$ cat config.mk
export PLATFORM = sky130hd
export DESIGN_NAME = pll_reset_sequencer
export DESIGN_NICKNAME = d
export VERILOG_FILES = /design/src/rtl/pll_seq_pkg.sv /design/src/rtl/sync_2ff.sv /design/src/rtl/pll_reset_sequencer.sv
export SDC_FILE = /design/constraint.sdc
export NUM_CORES = 1
export LEC_CHECK = 0
export CAP_MARGIN = 20
export CORE_ASPECT_RATIO = 1.2
export CORE_MARGIN = 2
export CORE_UTILIZATION = 60
export DETAILED_ROUTE_END_ITERATION = 6
export HOLD_SLACK_MARGIN = 0.12
export PLACE_DENSITY = 0.95
export RECOVER_POWER = 50
export SLEW_MARGIN = 40
export SYNTH_ARGS = -nofsm -noshare
export SYNTH_HDL_FRONTEND = slang
export SYNTH_SLANG_ARGS = --single-unit
export TNS_END_PERCENT = 30
$ cat constraint.sdc
create_clock -name clk -period 3.47 [get_ports clk]
set_input_delay 0.694 -clock clk [delete_from_list [all_inputs] [get_ports clk]]
set_output_delay 0.694 -clock clk [all_outputs]
set_load 0.05 [all_outputs]
$ cat src/rtl/pll_seq_pkg.sv
// Shared types and helpers for the PLL / board reset sequencer.
//   pll_state_e : sequencer states
//   count_width : number of bits needed to hold a cycle count n
package pll_seq_pkg;

  typedef enum logic [1:0] {
    RESET_PLL = 2'd0,
    WAIT_LOCK = 2'd1,
    STABLE    = 2'd2,
    RUN       = 2'd3
  } pll_state_e;

  // Smallest width w such that n fits in w bits (minimum 1).
  function automatic int unsigned count_width(input int unsigned n);
    int unsigned w;
    w = 1;
    for (int unsigned i = 1; i < 32; i++) begin
      if ((n >> i) != 0) w = i + 1;
    end
    return w;
  endfunction

endpackage

$ cat src/rtl/sync_2ff.sv
// Generic 1-bit two-flop synchronizer, synchronous active-high reset to 0.
//   clk : destination clock
//   rst : synchronous active-high reset
//   d   : asynchronous input
//   q   : synchronized output (2 cycles latency)
module sync_2ff (
  input  logic clk,
  input  logic rst,
  input  logic d,
  output logic q
);

  logic meta;

  always_ff @(posedge clk) begin
    if (rst) begin
      meta <= 1'b0;
      q    <= 1'b0;
    end else begin
      meta <= d;
      q    <= meta;
    end
  end

endmodule

$ cat src/rtl/pll_reset_sequencer.sv
// PLL areset pulse generator and system reset sequencer with lock supervision.
//   clk           : free-running board clock (also PLL reference)
//   rst           : synchronous active-high reset
//   pll_locked    : PLL lock, asynchronous, synchronized internally
//   sw_reset_req  : single-cycle request to restart the whole sequence
//   pll_areset    : PLL asynchronous reset, registered
//   sys_rst       : active-high core reset, registered
//   seq_ready     : high only in RUN, registered
//   lock_loss_cnt : saturating count of lock losses in RUN
//   timeout_cnt   : saturating count of WAIT_LOCK timeouts
module pll_reset_sequencer
  import pll_seq_pkg::*;
#(
  parameter int unsigned ARESET_CYCLES       = 16,
  parameter int unsigned LOCK_STABLE_CYCLES  = 1024,
  parameter int unsigned LOCK_TIMEOUT_CYCLES = 65536,
  parameter int unsigned EVT_CNT_W           = 8
) (
  input  logic                 clk,
  input  logic                 rst,
  input  logic                 pll_locked,
  input  logic                 sw_reset_req,
  output logic                 pll_areset,
  output logic                 sys_rst,
  output logic                 seq_ready,
  output logic [EVT_CNT_W-1:0] lock_loss_cnt,
  output logic [EVT_CNT_W-1:0] timeout_cnt
);

  localparam int unsigned MAX_AS = (ARESET_CYCLES > LOCK_STABLE_CYCLES) ?
                                   ARESET_CYCLES : LOCK_STABLE_CYCLES;
  localparam int unsigned MAX_CYC = (MAX_AS > LOCK_TIMEOUT_CYCLES) ?
                                    MAX_AS : LOCK_TIMEOUT_CYCLES;
  localparam int unsigned CNT_W = count_width(MAX_CYC);

  logic             lock_s;
  pll_state_e       state, state_n;
  logic [CNT_W-1:0] cnt, cnt_n;
  logic             tmo_evt, loss_evt;

  sync_2ff u_lock_sync (
    .clk (clk),
    .rst (rst),
    .d   (pll_locked),
    .q   (lock_s)
  );

  // Next state and shared down-counter; the counter is reloaded on every state entry
  // and the state is left when it reads 1, so a state lasts exactly its load value.
  always_comb begin
    state_n  = state;
    cnt_n    = cnt - CNT_W'(1);
    tmo_evt  = 1'b0;
    loss_evt = 1'b0;
    if (sw_reset_req) begin
      state_n = RESET_PLL;
      cnt_n   = CNT_W'(ARESET_CYCLES);
    end else begin
      case (state)
        RESET_PLL: begin
          if (cnt == CNT_W'(1)) begin
            state_n = WAIT_LOCK;
            cnt_n   = CNT_W'(LOCK_TIMEOUT_CYCLES);
          end
        end
        WAIT_LOCK: begin
          if (lock_s) begin
            state_n = STABLE;
            cnt_n   = CNT_W'(LOCK_STABLE_CYCLES);
          end else if (cnt == CNT_W'(1)) begin
            state_n = RESET_PLL;
            cnt_n   = CNT_W'(ARESET_CYCLES);
            tmo_evt = 1'b1;
          end
        end
        STABLE: begin
          if (!lock_s) begin
            state_n = WAIT_LOCK;
            cnt_n   = CNT_W'(LOCK_TIMEOUT_CYCLES);
          end else if (cnt == CNT_W'(1)) begin
            state_n = RUN;
            cnt_n   = '0;
          end
        end
        RUN: begin
          cnt_n = cnt;
          if (!lock_s) begin
            state_n  = RESET_PLL;
            cnt_n    = CNT_W'(ARESET_CYCLES);
            loss_evt = 1'b1;
          end
        end
        default: begin
          state_n = RESET_PLL;
          cnt_n   = CNT_W'(ARESET_CYCLES);
        end
      endcase
    end
  end

  // State, counter, event counters and outputs; outputs decode the next state.
  always_ff @(posedge clk) begin
    if (rst) begin
      state         <= RESET_PLL;
      cnt           <= CNT_W'(ARESET_CYCLES);
      pll_areset    <= 1'b1;
      sys_rst       <= 1'b1;
      seq_ready     <= 1'b0;
      lock_loss_cnt <= '0;
      timeout_cnt   <= '0;
    end else begin
      state      <= state_n;
      cnt        <= cnt_n;
      pll_areset <= (state_n == RESET_PLL);
      sys_rst    <= (state_n != RUN);
      seq_ready  <= (state_n == RUN);
      if (tmo_evt && (timeout_cnt != '1))
        timeout_cnt <= timeout_cnt + EVT_CNT_W'(1);
      if (loss_evt && (lock_loss_cnt != '1))
        lock_loss_cnt <= lock_loss_cnt + EVT_CNT_W'(1);
    end
  end

endmodule
== Yosys cells after proc, flatten, opt, wreduce, memory -nomap -nowiden ==
Index checks and enable logic that the tools add are counted.
W data, S select, Z words.

* Register bits after elaboration: 40
* Output and inout bits: 19
* Word-level logic and storage cells: 48

* Add/sub/neg operators: 3
* Eq/ne operators: 9
* Muxes and demuxes: 22
* Reductions and logical operators: 5

{| class="wikitable"
|+ Operator list
! operator !! number
|-
| $mux W17 || 6
|-
| $pmux W17 S4 || 1
|-
| $eq A17 B1 Y1 const B || 1
|-
| $sub A17 B1 Y17 const B || 1
|-
| $add A8 B1 Y8 const B || 2
|-
| $ne A8 B8 Y1 const B || 2
|-
| $mux W2 || 7
|-
| $pmux W2 S4 || 1
|-
| $mux W1 || 7
|-
| $eq A2 B2 Y1 const B || 3
|-
| $logic_not A2 Y1 || 2
|-
| $ne A2 B2 Y1 const B || 2
|-
| $eq A2 B1 Y1 const B || 1
|-
| $logic_and A1 B1 Y1 || 2
|-
| $reduce_or A2 Y1 || 1
|}

== Depth between registers and ports, before layout ==
Gate-level depths: netlist of the first run.

* Word-level depth: 6
* Gate-level depth with buffers: 8
* Gate-level depth less buffers: 7

== Cells and area by module ==
From an unflattened synthesis of the first run, not the netlist that was laid out.

* Cell total of the unflattened synthesis: 238
* Area, all modules: 2049.5 µm²

{| class="wikitable"
|+ Modules (own cells, without submodules)
! module !! times used !! cells each !! area an instance (µm²)
|-
| pll_reset_sequencer || 1 || 234 || 1996.9
|-
| sync_2ff || 1 || 4 || 52.6
|}

== Worst setup path after synthesis of the first run ==
No wires, ideal clock.

* Path kind: input port to flip-flop
* From: input port sw_reset_req
* To: register timeout_cnt[3]
* Library setup time: 0.123 ns
* Arrival time: 2.144 ns
* Data required time: 3.347 ns
* Path slack: 1.203 ns
* Cell stages on the path: 5
* Path through: or4b_1 > a41o_1 > nor3_4 > nand4_1 > mux2_1

* Cells in the longest elaborated chain, start to end: 2

{| class="wikitable"
|+ Ends and longest elaborated chain
! what !! line !! text
|-
| from (decl) || pll_reset_sequencer.sv:22 || <nowiki>input logic sw_reset_req,</nowiki>
|-
| $mux W1 || pll_reset_sequencer.sv:55 || <nowiki>if (sw_reset_req) begin</nowiki>
|-
| $logic_and A1 B1 Y1 || pll_reset_sequencer.sv:117 || <nowiki>if (tmo_evt && (timeout_cnt != '1))</nowiki>
|-
| to (signal assigned) || pll_reset_sequencer.sv:118 || <nowiki>timeout_cnt <= timeout_cnt + EVT_CNT_W'(1);</nowiki>
|-
| to (decl) || pll_reset_sequencer.sv:27 || <nowiki>output logic [EVT_CNT_W-1:0] timeout_cnt</nowiki>
|}

No other way between the ends.
A chain may end at the register's enable or synchronous reset.

== Worst setup path in the final report of the first run ==
* From: input port rst
* To: register cnt[2]

* Cells in the longest elaborated chain, start to end: 1

{| class="wikitable"
|+ Ends and longest elaborated chain
! what !! line !! text
|-
| from (decl) || pll_reset_sequencer.sv:20 || <nowiki>input logic rst,</nowiki>
|-
| $reduce_or A2 Y1 (no line) || -- ||
|-
| to (signal assigned) || pll_reset_sequencer.sv:105 || <nowiki>cnt <= CNT_W'(ARESET_CYCLES);</nowiki>
|-
| to (signal assigned) || pll_reset_sequencer.sv:113 || <nowiki>cnt <= cnt_n;</nowiki>
|-
| to (decl) || pll_reset_sequencer.sv:38 || <nowiki>logic [CNT_W-1:0] cnt, cnt_n;</nowiki>
|}

No other way between the ends.

==> flow_metrics.py, run 1 <==
metrics = {
    "status": {
        "status": "completed",
    },
    "critical_path": {
        "rr_worst_depth": 5,
        "critical_path_class": "input port to flip-flop",
        "end_kind": "flip-flop",
        "cp_max_fo": 23,
        "critical_path_arrival_ns": 3.01,
        "required_ns": 3.69,
        "start_kind": "input port",
    },
    "place": {
        "numPortBuffers": 22,
        "dp_hpwl_mm": 3.146,
        "gp_congestion": 0.8049,
    },
    "logic_synthesis": {
        "synth_compound_area_share_pct": 14.81,
        "synth_fa_ha_area_share_pct": 2.448,
        "synth_cells": 245,
        "ys_async_sr_fraction_pct": 0,
        "synth.net_count": 253,
        "synthMuxAreaShare_pct": 3.121,
        "synth_edf_count": 0,
        "synthXorXnorAreaFrac_pct": 6.854,
        "syn_area_um2": 2044,
        "avgSynthCellArea_um2": 8.345,
        "synth_top_family_by_area": "simple AND/OR/NAND/NOR gates",
        "synth_cell_types": 46,
        "ys_seq_area_share_pct": 39.17,
        "yosys_warnings": 0,
        "synthSimpleGateAreaFrac_pct": 30.05,
        "synth-seq-cells": 40,
        "synth_ff_type": "dfxtp_1",
    },
    "final_layout": {
        "layout_common_cells": "dfxtp_1, nor2_1, nand2_1, dlygate4sd3_1",
        "layout.nets": 271,
        "drive_gt1_share_pct": 4.167,
        "num_antenna_cells": 0,
        "mostFrequentLayoutCell": "dfxtp_1",
        "synthToLayoutAreaGrowth_pct": 15.18,
    },
    "die": {
        "die_h_um": 67.95,
        "die_w_um": 57.29,
        "initial_utilization_pct": 61.78,
        "pin_count": 23,
        "dieArea_um2": 3892,
        "core_um2": 3309,
        "rows": 23,
    },
    "routing": {
        "antenna_left": 0,
        "post_drt_wl_per_cell_um": 15.42,
        "first_pass_iters": 4,
        "detail_route.iter0.violations": 112,
        "viasPerCell": 6.259,
        "routed_wl_mm": 4.641,
        "num_vias": 1884,
        "drc": 0,
    },
    "power": {
        "power.leakage_uw": 0.0008447,
        "p_comb_share_pct": 20.5,
        "power.share.sequential_pct": 50.2,
        "power.switching_uw": 341.5,
        "p_int_uw": 744.1,
        "finalPower_uw": 1086,
        "peakVddDrop_mv": 0.4178,
        "pwr-share-clk_pct": 29.3,
        "switching_share_pct": 31.46,
        "power_density_nw_per_um2": 461.0,
    },
    "run": {
        "drv_cap": 0,
    },
    "global_route": {
        "grt_pass1_wl_mm": 7.866,
        "grt_pass1_vias": 1693,
        "grt_overflow": 0,
        "track_usage_pct": 26.13,
        "grt_max_degree": 24,
        "antenna_found_initial": 0,
    },
    "timing": {
        "period_minus_slack_ns": 2.783,
        "setup_tns_ns": 0,
        "relSlewSlack_pct": 37.22,
        "min_period_over_period_pct": 80.20,
        "hold_viol_final": 0,
        "finClkSkew_ns": 0.006790,
        "whs_ns": 0.4677,
        "fmax_mhz": 359.3,
        "grt_setup_unrepaired": "no",
        "slew_violations": 0,
        "setup_viol": 0,
        "tightest_slew_ns": 0.9417,
    },
    "hold_path": {
        "min_path_type": "flip-flop to flip-flop",
        "holdPathStages": 1,
    },
    "clocking": {
        "postCtsSetupBuffers": 0,
        "cts.sinks": 40,
        "numCtsBuffers": 5,
        "cts_root_buffer": "clkbuf_8",
        "clk_latency_ns": 0.29,
        "htreeDepth": 2,
        "cts.hold.buffers_added": 0,
        "cts_max_path_buffers": 2,
        "path_clk_slew_ns": 0.08,
        "cts_resized": 0,
        "tritoncts": "yes",
    },
}
## state kept, by name, indices dropped and copies added, names as in the netlist
signal	count
u_lock_sync.meta	1
state	2
lock_loss_cnt	8
timeout_cnt	8
u_lock_sync.q	1
pll_areset	1
sys_rst	1
seq_ready	1
cnt	17
## cell families (layout without fill, tap and decap cells)
family,after synthesis,in the layout
XOR/XNOR,16,16
AO/OA/AOI/OAI,45,45
AND/OR/NAND/NOR,116,116
multiplexers,6,6
buffers and inverters,18,37
adder cells (fa/ha/maj),4,4
flip-flops,40,40
## cell type report
cell class | instances | area (um2)
Multi-Input combinational cell | 187 | 1171
Tap cell | 37 | 46.29
Inverter | 5 | 18.77
Sequential cell | 40 | 800.8
Fill cell | 241 | 954.7
Clock buffer | 8 | 90.09
Timing Repair Buffer | 24 | 227.7
## cells in the mapped netlist, types with 5 or more instances
| cell | count | area (um2) |
|---|---|---|
| a21oi_1 | 5 | 25.02 |
| a31oi_1 | 9 | 56.30 |
| and3_1 | 5 | 31.28 |
| clkbuf_1 | 10 | 37.54 |
| dfxtp_1 | 40 | 800.8 |
| inv_1 | 5 | 18.77 |
| nand2_1 | 24 | 90.09 |
| nand3_1 | 11 | 55.05 |
| nand4_1 | 6 | 37.54 |
| nor2_1 | 29 | 108.9 |
| nor2b_1 | 6 | 37.54 |
| nor3_1 | 10 | 50.05 |
| nor4_1 | 6 | 37.54 |
| o21ai_0 | 12 | 60.06 |
| xnor2_1 | 12 | 105.1 |
## critical path, cell delays in order
cell,delay (ns)
dlygate4sd3_1,0.54
clkbuf_1,0.40
nor2_1,0.57
clkbuf_1,0.46
a31oi_1,0.17
a31oi_1,0.17
## layer usage
layer	global-route usage (%)	routed length, um
met4	11.34	82
met3	6.049	249
met1	30.52	1988
met5	0	0
met2	45.98	2321
## power by group through the flow
stage	Clock, uW	Combinational, uW	Sequential (uW)
3_3_place_gp	0	212	550
5_1_grt	337	252	550
3_5_place_dp	0	222	552
4_1_cts	320	223	543
6_report	318	223	545
2_1_floorplan	0	182	539
## path summary, 6_finish.rpt
| kind | to | from | slack [ns] |
|---|---|---|---|
| worst max-delay path | cnt[2] | rst | 0.69 |
| worst min-delay path | u_lock_sync.q | u_lock_sync.meta | 0.47 |
| worst max register to register | timeout_cnt[5] | state[0] | 1.11 |
| worst min register to register | u_lock_sync.q | u_lock_sync.meta | 0.47 |
## per-stage QoR
| stage | setup WS, ns | util, % | area [um2] | std cells |
|---|---|---|---|---|
| finish | 0.6871 | 71.15 | 2355 | 301 |
| global route | 0.4507 | 71.15 | 2355 | 301 |
| CTS | 0.9512 | 71.38 | 2362 | 301 |
| detailed placement | 0.6532 | 68.66 | 2272 | 293 |
| global placement | 0.7077 | 68.66 | 2272 | 293 |
| floorplan | 1.203 | - | 2044 | 245 |
No activity file was read; power rests on OpenSTA's default activity.
==> inputs of run 2 (changes only) <==
--- a/config.mk
+++ b/config.mk
@@ -8,10 +8,10 @@
 export CAP_MARGIN = 20
 export CORE_ASPECT_RATIO = 1.2
 export CORE_MARGIN = 2
-export CORE_UTILIZATION = 60
+export CORE_UTILIZATION = 50
 export DETAILED_ROUTE_END_ITERATION = 6
 export HOLD_SLACK_MARGIN = 0.12
-export PLACE_DENSITY = 0.95
+export PLACE_DENSITY = 0.86
 export RECOVER_POWER = 50
 export SLEW_MARGIN = 40
 export SYNTH_ARGS = -nofsm -noshare
==> constraint.sdc (replaced) <==
create_clock -name clk -period 2.5 [get_ports clk]
set_input_delay 0.5 -clock clk [delete_from_list [all_inputs] [get_ports clk]]
set_output_delay 0.5 -clock clk [all_outputs]
set_load 0.05 [all_outputs]
==> run 2 against run 1 <==
  * Utilization is 9.9 points lower
  * First-iteration DRC count is 3.6% lower
  * Global-route usage is 5.0 points lower
  * Cell count is 7.6% higher
  * Largest power group unchanged
  * Largest cell class unchanged
  * Clock power is 40% higher
==> flow_metrics.py, run 2 (synthesis results as in run 1) <==
metrics = {
    "status": {
        "status": "completed",
    },
    "final_layout": {
        "seqCellArea_um2": 800.8,
        "reg.largest.list": "cnt x17, lock_loss_cnt x8, timeout_cnt x8",
        "multiInputGateArea_um2": 1165,
        "mostFrequentLayoutCell": "dfxtp_1",
        "fillers": 379,
        "largest_reg_flops": 17,
        "regMostFlops": "cnt",
        "drive_gt1_share_pct": 6.296,
        "num_antenna_cells": 0,
        "fin_cells": 324,
        "layout.nets": 277,
        "layout_common_cells": "dfxtp_1, nor2_1, nand2_1, dlygate4sd3_1",
        "synthToLayoutAreaGrowth_pct": 18.12,
        "fin_util_pct": 61.27,
    },
    "timing": {
        "whs_ns": 0.4479,
        "grt_setup_unrepaired": "no",
        "finClkSkew_ns": 0.004291,
        "min_period_over_period_pct": 90.06,
        "fin_ws_ns": 0.2484,
        "slew_violations": 0,
        "hold_viol_final": 0,
        "setup_viol": 0,
        "period_minus_slack_ns": 2.252,
        "tightest_slew_ns": 0.8875,
        "relSlewSlack_pct": 40.83,
        "fmax_mhz": 444.1,
    },
    "die": {
        "pin_count": 23,
        "die_h_um": 74.05,
        "dieArea_um2": 4619,
        "rows": 25,
        "die_w_um": 62.38,
        "core_um2": 3941,
        "initial_utilization_pct": 51.87,
    },
    "clocking": {
        "postCtsSetupBuffers": 0,
        "cts_resized": 0,
        "cts_max_path_buffers": 2,
        "htreeDepth": 2,
        "cts_root_buffer": "clkbuf_8",
        "numCtsBuffers": 5,
        "clk_latency_ns": 0.29,
        "path_clk_slew_ns": 0.07,
        "cts.sinks": 40,
        "cts.hold.buffers_added": 0,
        "tritoncts": "yes",
    },
    "global_route": {
        "antenna_found_initial": 0,
        "grt_pass1_vias": 1800,
        "grt_overflow": 0,
        "grt_max_degree": 22,
        "track_usage_pct": 21.09,
        "grt_pass1_wl_mm": 7.790,
    },
    "power": {
        "p_int_uw": 1036,
        "power.share.sequential_pct": 50.1,
        "power_density_nw_per_um2": 622.0,
        "power.leakage_uw": 0.0008861,
        "finalPower_uw": 1502,
        "peakVddDrop_mv": 0.3633,
        "pwr-share-clk_pct": 29.6,
        "power.switching_uw": 465.8,
        "switching_share_pct": 31.01,
        "p_comb_share_pct": 20.3,
    },
    "critical_path": {
        "critical_path_arrival_ns": 2.40,
        "required_ns": 2.65,
        "critical_path_class": "input port to flip-flop",
        "end_kind": "flip-flop",
        "cp_max_fo": 3,
        "start_kind": "input port",
    },
    "routing": {
        "routed_wl_mm": 4.531,
        "post_drt_wl_per_cell_um": 13.98,
        "viasPerCell": 5.812,
        "num_vias": 1883,
        "first_pass_iters": 4,
        "drc": 0,
        "antenna_left": 0,
        "detail_route.iter0.violations": 108,
    },
    "place": {
        "dp.cells": 316,
        "post-place-ws_ns": -0.03445,
        "gp_congestion": 0.9039,
        "dp_hpwl_mm": 3.266,
        "numPortBuffers": 22,
    },
    "hold_path": {
        "min_path_type": "flip-flop to flip-flop",
    },
    "run": {
        "drv_cap": 0,
    },
}
-- run 2: cell count changes in the layout (fill, tap and decap cells not counted) --
cell,change
nand4_2,-1
dlygate4sd3_1,+2
or2_0,-1
or2_2,+1
clkdlybuf4s50_1,-2
nand4_1,+1
buf_4,+6
-- run 2: final timing paths --
path / startpoint / to / slack [ns] / depth (start not counted)
max: sw_reset_req / timeout_cnt[2] / 0.25 / 7
min: u_lock_sync.meta / u_lock_sync.q / 0.45 / 1
max reg2reg: cnt[10] / cnt[12] / 0.27 / 5
min reg2reg: u_lock_sync.meta / u_lock_sync.q / 0.45 / 1
-- run 2: power groups by stage --
stage | Combinational (uW) | Sequential, uW | Clock [uW]
after floorplan | 252 | 749 | 0
after global placement | 297 | 763 | 0
after detailed placement | 310 | 766 | 0
after CTS | 312 | 751 | 451
after global routing | 350 | 764 | 473
final | 306 | 752 | 444
-- run 2: per-layer routing --
metal / global-route usage (%) / routed length (um) / up-vias
li1: - / - / 930
met1: 23.89 / 1947 / 891
met2: 38.89 / 2305 / 55
met3: 3.480 / 204 / 7
met4: 11.11 / 74 / 0
met5: 0 / 0 / -
-- run 2: layout make-up --
class / instances / area share, %
flip-flops and latches: 40 / 33.16
repair buffers: 30 / 11.30
multi-input cells: 187 / 48.24
inverters: 5 / 0.7772
clock buffers: 8 / 3.731
well taps: 54 / 2.798
-- run 2: worst max-delay path, cell delays in order --
cell and delay (ns):
clkdlybuf4s50_1 0.42, or4b_1 0.48, a41o_1 0.26, buf_4 0.16
nor4_1 0.35, xnor2_1 0.16, nor2_1 0.06
-- run 2: metrics by stage --
stage | cell area, um2 | setup TNS (ns)
after CTS | 2429 | 0
after global placement | 2338 | 0
final | 2415 | 0
after floorplan | 2044 | 0
after detailed placement | 2338 | -0.07355
after global routing | 2415 | 0
